--- config.mk ---
export PLATFORM = sky130hd
export DESIGN_NAME = count_bcd_display_flat
export DESIGN_NICKNAME = d
export VERILOG_FILES = /design/src/rtl/count_bcd_display_pkg.sv /design/src/rtl/count_bcd_display_if.sv /design/src/rtl/count_bcd_display_seg7_decode.sv /design/src/rtl/count_bcd_display.sv /design/src/flat_wrapper.sv
export SDC_FILE = /design/constraint.sdc
export NUM_CORES = 1
export LEC_CHECK = 0
export ABC_AREA = 1
export CORE_MARGIN = 2
export CORE_UTILIZATION = 40
export CTS_BUF_LIST = sky130_fd_sc_hd__clkbuf_8
export DETAILED_ROUTE_END_ITERATION = 12
export SLEW_MARGIN = 20
export SYNTH_ARGS = -nofsm -noshare
export SYNTH_HDL_FRONTEND = slang
export SYNTH_SLANG_ARGS = --single-unit
export TNS_END_PERCENT = 10
--- constraint.sdc ---
create_clock -name clk -period 2.65 [get_ports clk]
set_input_delay 0.53 -clock clk [delete_from_list [all_inputs] [get_ports clk]]
set_output_delay 0.53 -clock clk [all_outputs]
set_load 0.03 [all_outputs]
--- src/rtl/count_bcd_display_pkg.sv ---
// Shared constants for the BCD display path: segment codes, FSM encoding,
// and the BCD-to-segment lookup used by the decoder.
package count_bcd_display_pkg;

    localparam int BCD_W = 4;

    // Active-low segment codes, bit order {g,f,e,d,c,b,a}
    localparam logic [6:0] SEG_0     = 7'h40;
    localparam logic [6:0] SEG_1     = 7'h79;
    localparam logic [6:0] SEG_2     = 7'h24;
    localparam logic [6:0] SEG_3     = 7'h30;
    localparam logic [6:0] SEG_4     = 7'h19;
    localparam logic [6:0] SEG_5     = 7'h12;
    localparam logic [6:0] SEG_6     = 7'h02;
    localparam logic [6:0] SEG_7     = 7'h78;
    localparam logic [6:0] SEG_8     = 7'h00;
    localparam logic [6:0] SEG_9     = 7'h10;
    localparam logic [6:0] SEG_BLANK = 7'h7F;

    typedef enum logic {
        IDLE  = 1'b0,
        SHIFT = 1'b1
    } state_t;

    function automatic logic [6:0] bcd_to_seg(input logic [BCD_W-1:0] bcd);
        logic [6:0] seg;
        case (bcd)
            4'd0:    seg = SEG_0;
            4'd1:    seg = SEG_1;
            4'd2:    seg = SEG_2;
            4'd3:    seg = SEG_3;
            4'd4:    seg = SEG_4;
            4'd5:    seg = SEG_5;
            4'd6:    seg = SEG_6;
            4'd7:    seg = SEG_7;
            4'd8:    seg = SEG_8;
            4'd9:    seg = SEG_9;
            default: seg = SEG_BLANK;
        endcase
        return seg;
    endfunction

endpackage

--- src/rtl/count_bcd_display_if.sv ---
// Bundle between the pulse counter / display driver and the BCD converter.
// The master side supplies count results; the slave side is the converter.
interface count_bcd_display_if #(
    parameter int WIDTH  = 12,
    parameter int DIGITS = 4
);
    logic [WIDTH-1:0]    value;
    logic                valid;
    logic [4*DIGITS-1:0] digits;
    logic                digits_valid;
    logic                busy;
    logic                overrun;
    logic [6:0]          seg;
    logic [DIGITS-1:0]   an;

    modport master (
        output value, valid,
        input  digits, digits_valid, busy, overrun, seg, an
    );

    modport slave (
        input  value, valid,
        output digits, digits_valid, busy, overrun, seg, an
    );
endinterface

--- src/rtl/count_bcd_display_seg7_decode.sv ---
// Combinational BCD nibble to active-low 7-segment decoder with a blank override.
module seg7_decode
    import count_bcd_display_pkg::*;
(
    input  logic [BCD_W-1:0] i_bcd,
    input  logic             i_blank,
    output logic [6:0]       o_seg
);

    assign o_seg = i_blank ? SEG_BLANK : bcd_to_seg(i_bcd);

endmodule

--- src/rtl/count_bcd_display.sv ---
// Double-dabble binary-to-BCD converter feeding a multiplexed common-anode
// 7-segment display with leading-zero blanking.
module count_bcd_display
    import count_bcd_display_pkg::*;
#(
    parameter int WIDTH    = 12,
    parameter int DIGITS   = 4,
    parameter int SCAN_DIV = 1000,
    parameter int BLANK_LZ = 1
) (
    input  logic                 clk,
    input  logic                 rst,
    count_bcd_display_if.slave   bus
);

    localparam int BCD_TOT = BCD_W * DIGITS;
    localparam int BIT_W   = $clog2(WIDTH + 1);
    localparam int CNT_W   = (SCAN_DIV > 1) ? $clog2(SCAN_DIV) : 1;
    localparam int IDX_W   = (DIGITS > 1) ? $clog2(DIGITS) : 1;

    state_t               r_state, w_state_next;
    logic [WIDTH-1:0]     r_bin, w_bin_next;
    logic [BCD_TOT-1:0]   r_bcd, w_bcd_next;
    logic [BCD_TOT-1:0]   w_bcd_adj;
    logic [BCD_TOT-1:0]   w_bcd_shift;
    logic [WIDTH-1:0]     w_bin_shift;
    logic [BIT_W-1:0]     r_bitcnt, w_bitcnt_next;
    logic [BCD_TOT-1:0]   r_digits, w_digits_next;
    logic                 r_busy, w_busy_next;
    logic                 r_dv, w_dv_next;
    logic                 r_ov, w_ov_next;

    logic [CNT_W-1:0]     r_scan_cnt;
    logic [IDX_W-1:0]     r_idx;
    logic [DIGITS-1:0]    r_an, w_an_next;
    logic [6:0]           r_seg, w_seg;
    logic [BCD_W-1:0]     w_nibble;
    logic [DIGITS-1:0]    w_lz;
    logic                 w_blank;

    // Add-3 correction on every nibble, then one combined left shift
    always_comb begin
        for (int i = 0; i < DIGITS; i++) begin
            if (r_bcd[i*BCD_W +: BCD_W] >= 4'd5)
                w_bcd_adj[i*BCD_W +: BCD_W] = r_bcd[i*BCD_W +: BCD_W] + 4'd3;
            else
                w_bcd_adj[i*BCD_W +: BCD_W] = r_bcd[i*BCD_W +: BCD_W];
        end
        w_bcd_shift = {w_bcd_adj[BCD_TOT-2:0], r_bin[WIDTH-1]};
        w_bin_shift = {r_bin[WIDTH-2:0], 1'b0};
    end

    always_comb begin
        w_state_next  = r_state;
        w_bin_next    = r_bin;
        w_bcd_next    = r_bcd;
        w_bitcnt_next = r_bitcnt;
        w_digits_next = r_digits;
        w_busy_next   = r_busy;
        w_dv_next     = 1'b0;
        w_ov_next     = 1'b0;
        case (r_state)
            IDLE: begin
                if (bus.valid) begin
                    w_bin_next    = bus.value;
                    w_bcd_next    = '0;
                    w_bitcnt_next = '0;
                    w_busy_next   = 1'b1;
                    w_state_next  = SHIFT;
                end
            end
            SHIFT: begin
                w_bin_next    = w_bin_shift;
                w_bcd_next    = w_bcd_shift;
                w_bitcnt_next = r_bitcnt + BIT_W'(1);
                w_ov_next     = bus.valid;
                if (r_bitcnt == BIT_W'(WIDTH - 1)) begin
                    w_digits_next = w_bcd_shift;
                    w_dv_next     = 1'b1;
                    w_busy_next   = 1'b0;
                    w_state_next  = IDLE;
                end
            end
            default: w_state_next = IDLE;
        endcase
    end

    always_ff @(posedge clk or posedge rst) begin
        if (rst) begin
            r_state  <= IDLE;
            r_bitcnt <= '0;
            r_digits <= '0;
            r_busy   <= 1'b0;
            r_dv     <= 1'b0;
            r_ov     <= 1'b0;
        end else begin
            r_state  <= w_state_next;
            r_bitcnt <= w_bitcnt_next;
            r_digits <= w_digits_next;
            r_busy   <= w_busy_next;
            r_dv     <= w_dv_next;
            r_ov     <= w_ov_next;
        end
    end

    // Shift registers are always (re)loaded before use, so they carry no reset
    always_ff @(posedge clk) begin
        r_bin <= w_bin_next;
        r_bcd <= w_bcd_next;
    end

    // w_lz[i]: digit i and every digit above it are zero
    always_comb begin
        logic v_zero_run;
        v_zero_run = 1'b1;
        for (int i = DIGITS - 1; i >= 0; i--) begin
            v_zero_run = v_zero_run & (r_digits[i*BCD_W +: BCD_W] == 4'd0);
            w_lz[i]    = v_zero_run;
        end
    end

    always_comb begin
        w_nibble  = '0;
        w_blank   = 1'b0;
        w_an_next = '1;
        for (int i = 0; i < DIGITS; i++) begin
            if (r_idx == IDX_W'(i)) begin
                w_nibble     = r_digits[i*BCD_W +: BCD_W];
                w_blank      = (BLANK_LZ != 0) && (i != 0) && w_lz[i];
                w_an_next[i] = 1'b0;
            end
        end
    end

    seg7_decode u_seg7_decode (
        .i_bcd   (w_nibble),
        .i_blank (w_blank),
        .o_seg   (w_seg)
    );

    always_ff @(posedge clk or posedge rst) begin
        if (rst) begin
            r_scan_cnt <= '0;
            r_idx      <= '0;
            r_an       <= '1;
            r_seg      <= SEG_BLANK;
        end else begin
            if (r_scan_cnt == CNT_W'(SCAN_DIV - 1)) begin
                r_scan_cnt <= '0;
                r_idx      <= (r_idx == IDX_W'(DIGITS - 1)) ? '0 : r_idx + IDX_W'(1);
            end else begin
                r_scan_cnt <= r_scan_cnt + CNT_W'(1);
            end
            r_an  <= w_an_next;
            r_seg <= w_seg;
        end
    end

    assign bus.digits       = r_digits;
    assign bus.digits_valid = r_dv;
    assign bus.busy         = r_busy;
    assign bus.overrun      = r_ov;
    assign bus.seg          = r_seg;
    assign bus.an           = r_an;

endmodule
--- src/flat_wrapper.sv ---
// flat-port wrapper written by rule: the top's interface ports become plain ports
module count_bcd_display_flat import count_bcd_display_pkg::*;
#(
    parameter int WIDTH    = 12,
    parameter int DIGITS   = 4,
    parameter int SCAN_DIV = 1000,
    parameter int BLANK_LZ = 1
)
  (clk, rst, bus_value, bus_valid, bus_digits, bus_digits_valid, bus_busy, bus_overrun, bus_seg, bus_an);
  count_bcd_display_if #(.WIDTH(WIDTH), .DIGITS(DIGITS)) bus_i ();
  input  logic clk;
  input  logic rst;
  input wire logic [$bits(bus_i.value)-1:0] bus_value;
  input wire logic [$bits(bus_i.valid)-1:0] bus_valid;
  output wire logic [$bits(bus_i.digits)-1:0] bus_digits;
  output wire logic [$bits(bus_i.digits_valid)-1:0] bus_digits_valid;
  output wire logic [$bits(bus_i.busy)-1:0] bus_busy;
  output wire logic [$bits(bus_i.overrun)-1:0] bus_overrun;
  output wire logic [$bits(bus_i.seg)-1:0] bus_seg;
  output wire logic [$bits(bus_i.an)-1:0] bus_an;
  assign bus_i.value = bus_value;
  assign bus_i.valid = bus_valid;
  assign bus_digits = bus_i.digits;
  assign bus_digits_valid = bus_i.digits_valid;
  assign bus_busy = bus_i.busy;
  assign bus_overrun = bus_i.overrun;
  assign bus_seg = bus_i.seg;
  assign bus_an = bus_i.an;
  count_bcd_display #(.WIDTH(WIDTH), .DIGITS(DIGITS), .SCAN_DIV(SCAN_DIV), .BLANK_LZ(BLANK_LZ)) u_core (.clk(clk), .rst(rst), .bus(bus_i));
endmodule
==> results.cfg, run 1 <==
[floorplanning]
die_area_sq_um = 9650
ios = 45
die-height_um = 98.2
die_x_um = 98.2
rows = 34
start_util_pct = 40.9
coreArea_sq_um = 8680

[timing]
slew_viol_final = 0
whs_ps = 482
slew_headroom_pct = 64.0
setup_violations = 0
period_needed_ps = 2050
timing.fmax_mhz = 487
clock_skew_ps = 7.79
final_hold_viol_count = 0
timing.final.ws_setup_ps = 597
max_slew.worst_pin.slew_ps = 540
fin_setup_tns_ps = 0
fin_crit_sh_pct = 77.5
rsz0062_at_grt = false

[cells_and_area]
nFillCells = 839
drive_gt1_share_pct = 10.2
register_area_sq_um = 2030
nets = 476
multi_input_comb_area_sq_um = 1320
final_common_cell = nand2_1
final_cell_mix = 121 x nand2_1, 44 x clkdlybuf4s50_1, 39 x inv_1
syn2layout_area_growth_pct = 22.0
layout.cells.non_filler = 559
num_antenna_cells = 0

[flow_run]
drv_cap = 0

[cts]
cts_setup_buffers = 0
h-tree-depth = 3
cts_sinks = 75
clockBufferDepth = 2
cts_buffers = 9
hold_buffers = 0
clk-insertion-delay-late_ps = 340
clkSlewWorstSetupHoldPaths_ps = 70
cts_root_buf = clkbuf_8
cts_resized = 0
tritoncts = built

[synth]
synth_top_family_by_area = simple AND/OR/NAND/NOR gates
async_flop_share_pct = 62.7
avgSynthCellArea_sq_um = 9.02
synth_mux_area_share_pct = 0
synth-seq-area-share_pct = 57.2
synth_xor_xnor_area_share_pct = 1.97
synthAdderAreaFrac_pct = 5.28
syn_inst = 394
mappedNetlistNets = 424
synth_flop_cell = dfrtp_1
synth_compound_area_share_pct = 8.14
synth_seq_cells = 75
ys_warn_count = 0
synth-edff-count = 28
ys_types = 33
netlist_area_sq_um = 3550
synth-simple-area-share_pct = 21.6

[power_and_ir_drop]
internal_power_uw = 3030
swShare_pct = 39.8
comb_power_share_pct = 41.6
p_sw_uw = 2000
clkPwrFrac_pct = 17.2
share_seq_of_total_power_pct = 41.2
leakagePower_uw = 0.00208
powerDensity_nw_per_um2 = 1160
irDropWorstVdd_mv = 0.454

[placement]
post-dp-hpwl_mm = 4.99
placed_cells = 543
place_congestion = 0.856
port_buffers = 44
place_ws_ps = 754

[global_route]
antenna_found_initial = 0
grt_pass1_vias = 2599
grt_use_met1_pct = 20.2
grt.overflow.total = 0
grt_first_pass_wirelength_mm = 11.9
grt_start_max_net_pins = 29
grt.busiest_layer = met2
use_met2_pct = 24.9
grt.total_usage_pct = 15.3
use_met3_pct = 3.08

[setup_path]
crit_family = buffers and inverters
critPathBufInv = 1
cpPeakStageDelay_ps = 660
crit_fanout = 1
cp.required_ps = 2120
worstSetupStartpointType = flip-flop
critPathSlowestCell = clkdlybuf4s50_1
crit_path_end_kind = primary output
worstPathCellList = clkdlybuf4s50_1
worstSetupPathType = flip-flop to primary output
cp.arrival_ps = 1520

[route]
num_vias = 2637
route.detailed.wl_per_inst_um = 12.1
viasPerCell = 4.72
drt_wl_total_mm = 6.76
remaining_drc_errors = 0
first_pass_iters = 4
detail_route.iter0.violations = 145
ant_nets = 0

[worst_hold_path]
min_path_type = flip-flop to flip-flop

[outcome]
status = finished clean
[area by class of cell]
type	count	area share (%)
sequential	75	46.9
timing repair buffer	49	11.3
inverter	45	3.93
clock buffer	10	3.18
tap	108	3.12
multi-input combinational	266	30.3
clock inverter	6	1.27
[cell usage after synthesis, types with 2 or more instances]
cell	number	area share, %
nand2_1	121	13
inv_1	40	4.2
nor2_1	37	3.9
dfrtp_1	36	25
o21ai_0	31	4.4
edfxtp_1	28	24
a21oi_1	16	2.3
ha_1	15	5.3
dfstp_2	11	8.1
nand3_1	11	1.5
xor2_1	8	2.0
nor3_1	5	0.70
clkbuf_1	4	0.42
inv_2	4	0.42
nand2_2	4	0.70
nand4_1	3	0.53
buf_2	2	0.28
nor2_2	2	0.35
or2_2	2	0.35
[final timing paths]
check / cells past startpoint / slack, ps / endpoint / from
min in group asynchronous: 2 / 540 / u_core.r_bitcnt[0]$_DFFE_PP0P_ / rst
min reg2reg: 1 / 480 / u_core.r_scan_cnt[0]$_DFF_PP0_ / u_core.r_scan_cnt[0]$_DFF_PP0_
max: 1 / 600 / bus_an[0] / u_core.bus.an[0]$_DFF_PP1_
min: 1 / 480 / u_core.r_scan_cnt[0]$_DFF_PP0_ / u_core.r_scan_cnt[0]$_DFF_PP0_
max reg2reg: 11 / 790 / u_core.bus.seg[3]$_DFF_PP1_ / u_core.r_idx[0]$_DFFE_PP0N_
max in group asynchronous: 3 / 1520 / u_core.bus.seg[4]$_DFF_PP1_ / rst
[flip-flops by register name, summed over array words and instances (netlist names)]
register	cells
u_core.r_bin	12
u_core.r_bcd	16
u_core.bus.busy	1
u_core.r_idx	2
u_core.bus.seg	7
u_core.r_bitcnt	4
u_core.bus.digits_valid	1
u_core.bus.an	4
u_core.bus.overrun	1
u_core.r_state	1
u_core.bus.digits	16
u_core.r_scan_cnt	10
[per-stage QoR]
step | cell area [sq um] | total power (uW) | util [%]
finish | 4330 | 5030 | 49.9
global route | 4330 | 5480 | 49.9
CTS | 4330 | 5100 | 49.9
detailed placement | 4140 | 4220 | 47.7
global placement | 4140 | 4160 | 47.7
floorplan | 3550 | 3480 | -
[power groups by stage]
stage                     logic [uW]  registers, uW  clock network [uW]
after CTS                       2130           2080                 891
after global placement          2060           2090                   0
after detailed placement        2120           2100                   0
after global routing            2400           2130                 957
after floorplan                 1140           2340                   0
final                           2090           2070                 863
[metal layers]
| metal | up-vias | wire, um |
|---|---|---|
| met3 | 9 | 198 |
| met2 | 31 | 3230 |
| li1 | 1374 | - |
| met4 | 0 | 102 |
| met1 | 1223 | 3230 |
| met5 | - | 0 |
[cells by family (layout without fill, tap and decap cells)]
family | after synthesis | after routing
simple gates | 189 | 189
fa+ha+maj | 15 | 15
compound gates | 54 | 54
xor+xnor | 8 | 8
flops | 75 | 75
buf+inv | 53 | 110
Note: power is estimated with default switching activity, not from simulation.
==> run 2, diff against run 1 <==
==> constraint.sdc (replaced) <==
create_clock -name clk -period 1.8 [get_ports clk]
set_input_delay 0.36 -clock clk [delete_from_list [all_inputs] [get_ports clk]]
set_output_delay 0.36 -clock clk [all_outputs]
set_load 0.03 [all_outputs]
==> results.cfg, run 2 (same netlist as run 1, synthesis figures left out) <==
[setup_path]
cpPeakStageDelay_ps = 670
startpoint = u_core.bus.busy$_DFFE_PP0P_
worstPathCellList = clkdlybuf4s50_1
cp.arrival_ps = 1370
crit_path_end_kind = primary output
crit_fanout = 2
critPathSlowestCell = clkdlybuf4s50_1
crit_path_end = bus_busy
cp.depth = 1
worstSetupPathType = flip-flop to primary output
cp.required_ps = 1440
r2r-start = u_core.r_bcd[8]$_SDFFCE_PN0P_
crit_family = buffers and inverters
critPathBufInv = 1
r2r-end = u_core.r_bcd[10]$_SDFFCE_PN0P_
worstSetupStartpointType = flip-flop
rr_worst_depth = 7
rrSetupSlack_ps = 110

[timing]
final_hold_viol_count = 0
fin_setup_tns_ps = 0
setup_violations = 0
whs_ps = 262
max_slew.worst_pin.slew_ps = 414
fin_crit_sh_pct = 95.9
slew_viol_final = 0
period_needed_ps = 1730
slew_headroom_pct = 72.4
rsz0062_at_grt = true
timing.fmax_mhz = 579
clock_skew_ps = 10.6

[route]
ant_nets = 0
remaining_drc_errors = 0
drt_wl_total_mm = 7.09
detail_route.iter0.violations = 81
viasPerCell = 4.79
num_vias = 2705
first_pass_iters = 4
route.detailed.wl_per_inst_um = 12.6

[outcome]
status = finished clean

[floorplanning]
start_util_pct = 40.9
die-height_um = 98.2
coreArea_sq_um = 8680
die_x_um = 98.2
die_area_sq_um = 9650
rows = 34
ios = 45

[power_and_ir_drop]
irDropWorstVdd_mv = 0.682
total_power_uw = 7350
powerDensity_nw_per_um2 = 1660
leakagePower_uw = 0.00219

[cts]
cts_buffers = 9
clk-insertion-delay-late_ps = 350
cts_sinks = 75
cts_root_buf = clkbuf_8
hold_buffers = 0
tritoncts = built
clkSlewWorstSetupHoldPaths_ps = 80
h-tree-depth = 3
clockBufferDepth = 2

[global_route]
grt.total_usage_pct = 15.8
grt.overflow.total = 0
antenna_found_initial = 0
grt_pass1_vias = 2705
grt_start_max_net_pins = 30
grt_first_pass_wirelength_mm = 12.3

[cells_and_area]
syn2layout_area_growth_pct = 24.8
num_antenna_cells = 0
fin_util_pct = 51.1
final_common_cell = nand2_1
nFillCells = 844
final_cell_mix = 120 x nand2_1, 38 x inv_1, 37 x nor2_1
register_area_sq_um = 2030
multi_input_comb_area_sq_um = 1380
nets = 482
drive_gt1_share_pct = 13.8
layout.cells.non_filler = 565

[placement]
port_buffers = 44
place_congestion = 0.773
placed_cells = 548
post-dp-hpwl_mm = 5.20

[worst_hold_path]
min_path_type = primary input to async pin

[flow_run]
drv_cap = 0
## run 2: timing repair
| action | in CTS | in global routing |
|---|---|---|
| pin swaps | 0 | 1 |
| endpoints found under the setup margin | 28 | 9 |
| resized for setup | 28 | 20 |
| buffers inserted | 0 | 1 |
## run 2: per-layer routing
metal	global-route usage (%)	wire, um	share of wire [%]
met1	20.5	3320	47
met4	7.17	182	2.6
met3	3.65	248	3.5
met2	25.4	3340	47
met5	0	0	0
## run 2: where the power goes
group / internal (uW) / switching (uW)
combinational: 1090 / 1950
sequential: 2620 / 440
clock: 659 / 593
## run 2: worst min path at each step
stage,start,end,cells after the start
after CTS,rst,u_core.r_scan_cnt[3]$_DFF_PP0_,2
after global placement,u_core.r_bin[11]$_DFFE_PP_,u_core.bus.digits[0]$_DFFE_PP0P_,2
final,rst,u_core.r_scan_cnt[4]$_DFF_PP0_,2
after detailed placement,u_core.r_scan_cnt[0]$_DFF_PP0_,u_core.r_scan_cnt[0]$_DFF_PP0_,1
after floorplan,u_core.r_bin[11]$_DFFE_PP_,u_core.bus.digits[0]$_DFFE_PP0P_,2
after global routing,rst,u_core.r_scan_cnt[2]$_DFF_PP0_,2
## run 2: cell type report
class / count / area share [%]
Sequential cell: 75 / 45.8
Multi-Input combinational cell: 266 / 31.2
Timing Repair Buffer: 55 / 11.6
Inverter: 45 / 4.01
Clock buffer: 10 / 3.11
Tap cell: 108 / 3.05
Clock inverter: 6 / 1.16
## run 2: stage by stage
step	worst slack, ps	area, sq um
2_1_floorplan	120	3550
3_5_place_dp	23.4	4190
3_3_place_gp	81.8	4190
6_report	73.9	4430
5_1_grt	-29.3	4430
4_1_cts	24.0	4350
==> run 3, diff against run 2 <==
--- a/config.mk
+++ b/config.mk
@@ -10,7 +10,6 @@
 export CORE_UTILIZATION = 40
 export CTS_BUF_LIST = sky130_fd_sc_hd__clkbuf_8
 export DETAILED_ROUTE_END_ITERATION = 12
-export SLEW_MARGIN = 20
 export SYNTH_ARGS = -nofsm -noshare
 export SYNTH_HDL_FRONTEND = slang
 export SYNTH_SLANG_ARGS = --single-unit
==> results of run 3 <==
Same layout as run 2: the final DEF is identical, and so are final timing and power.
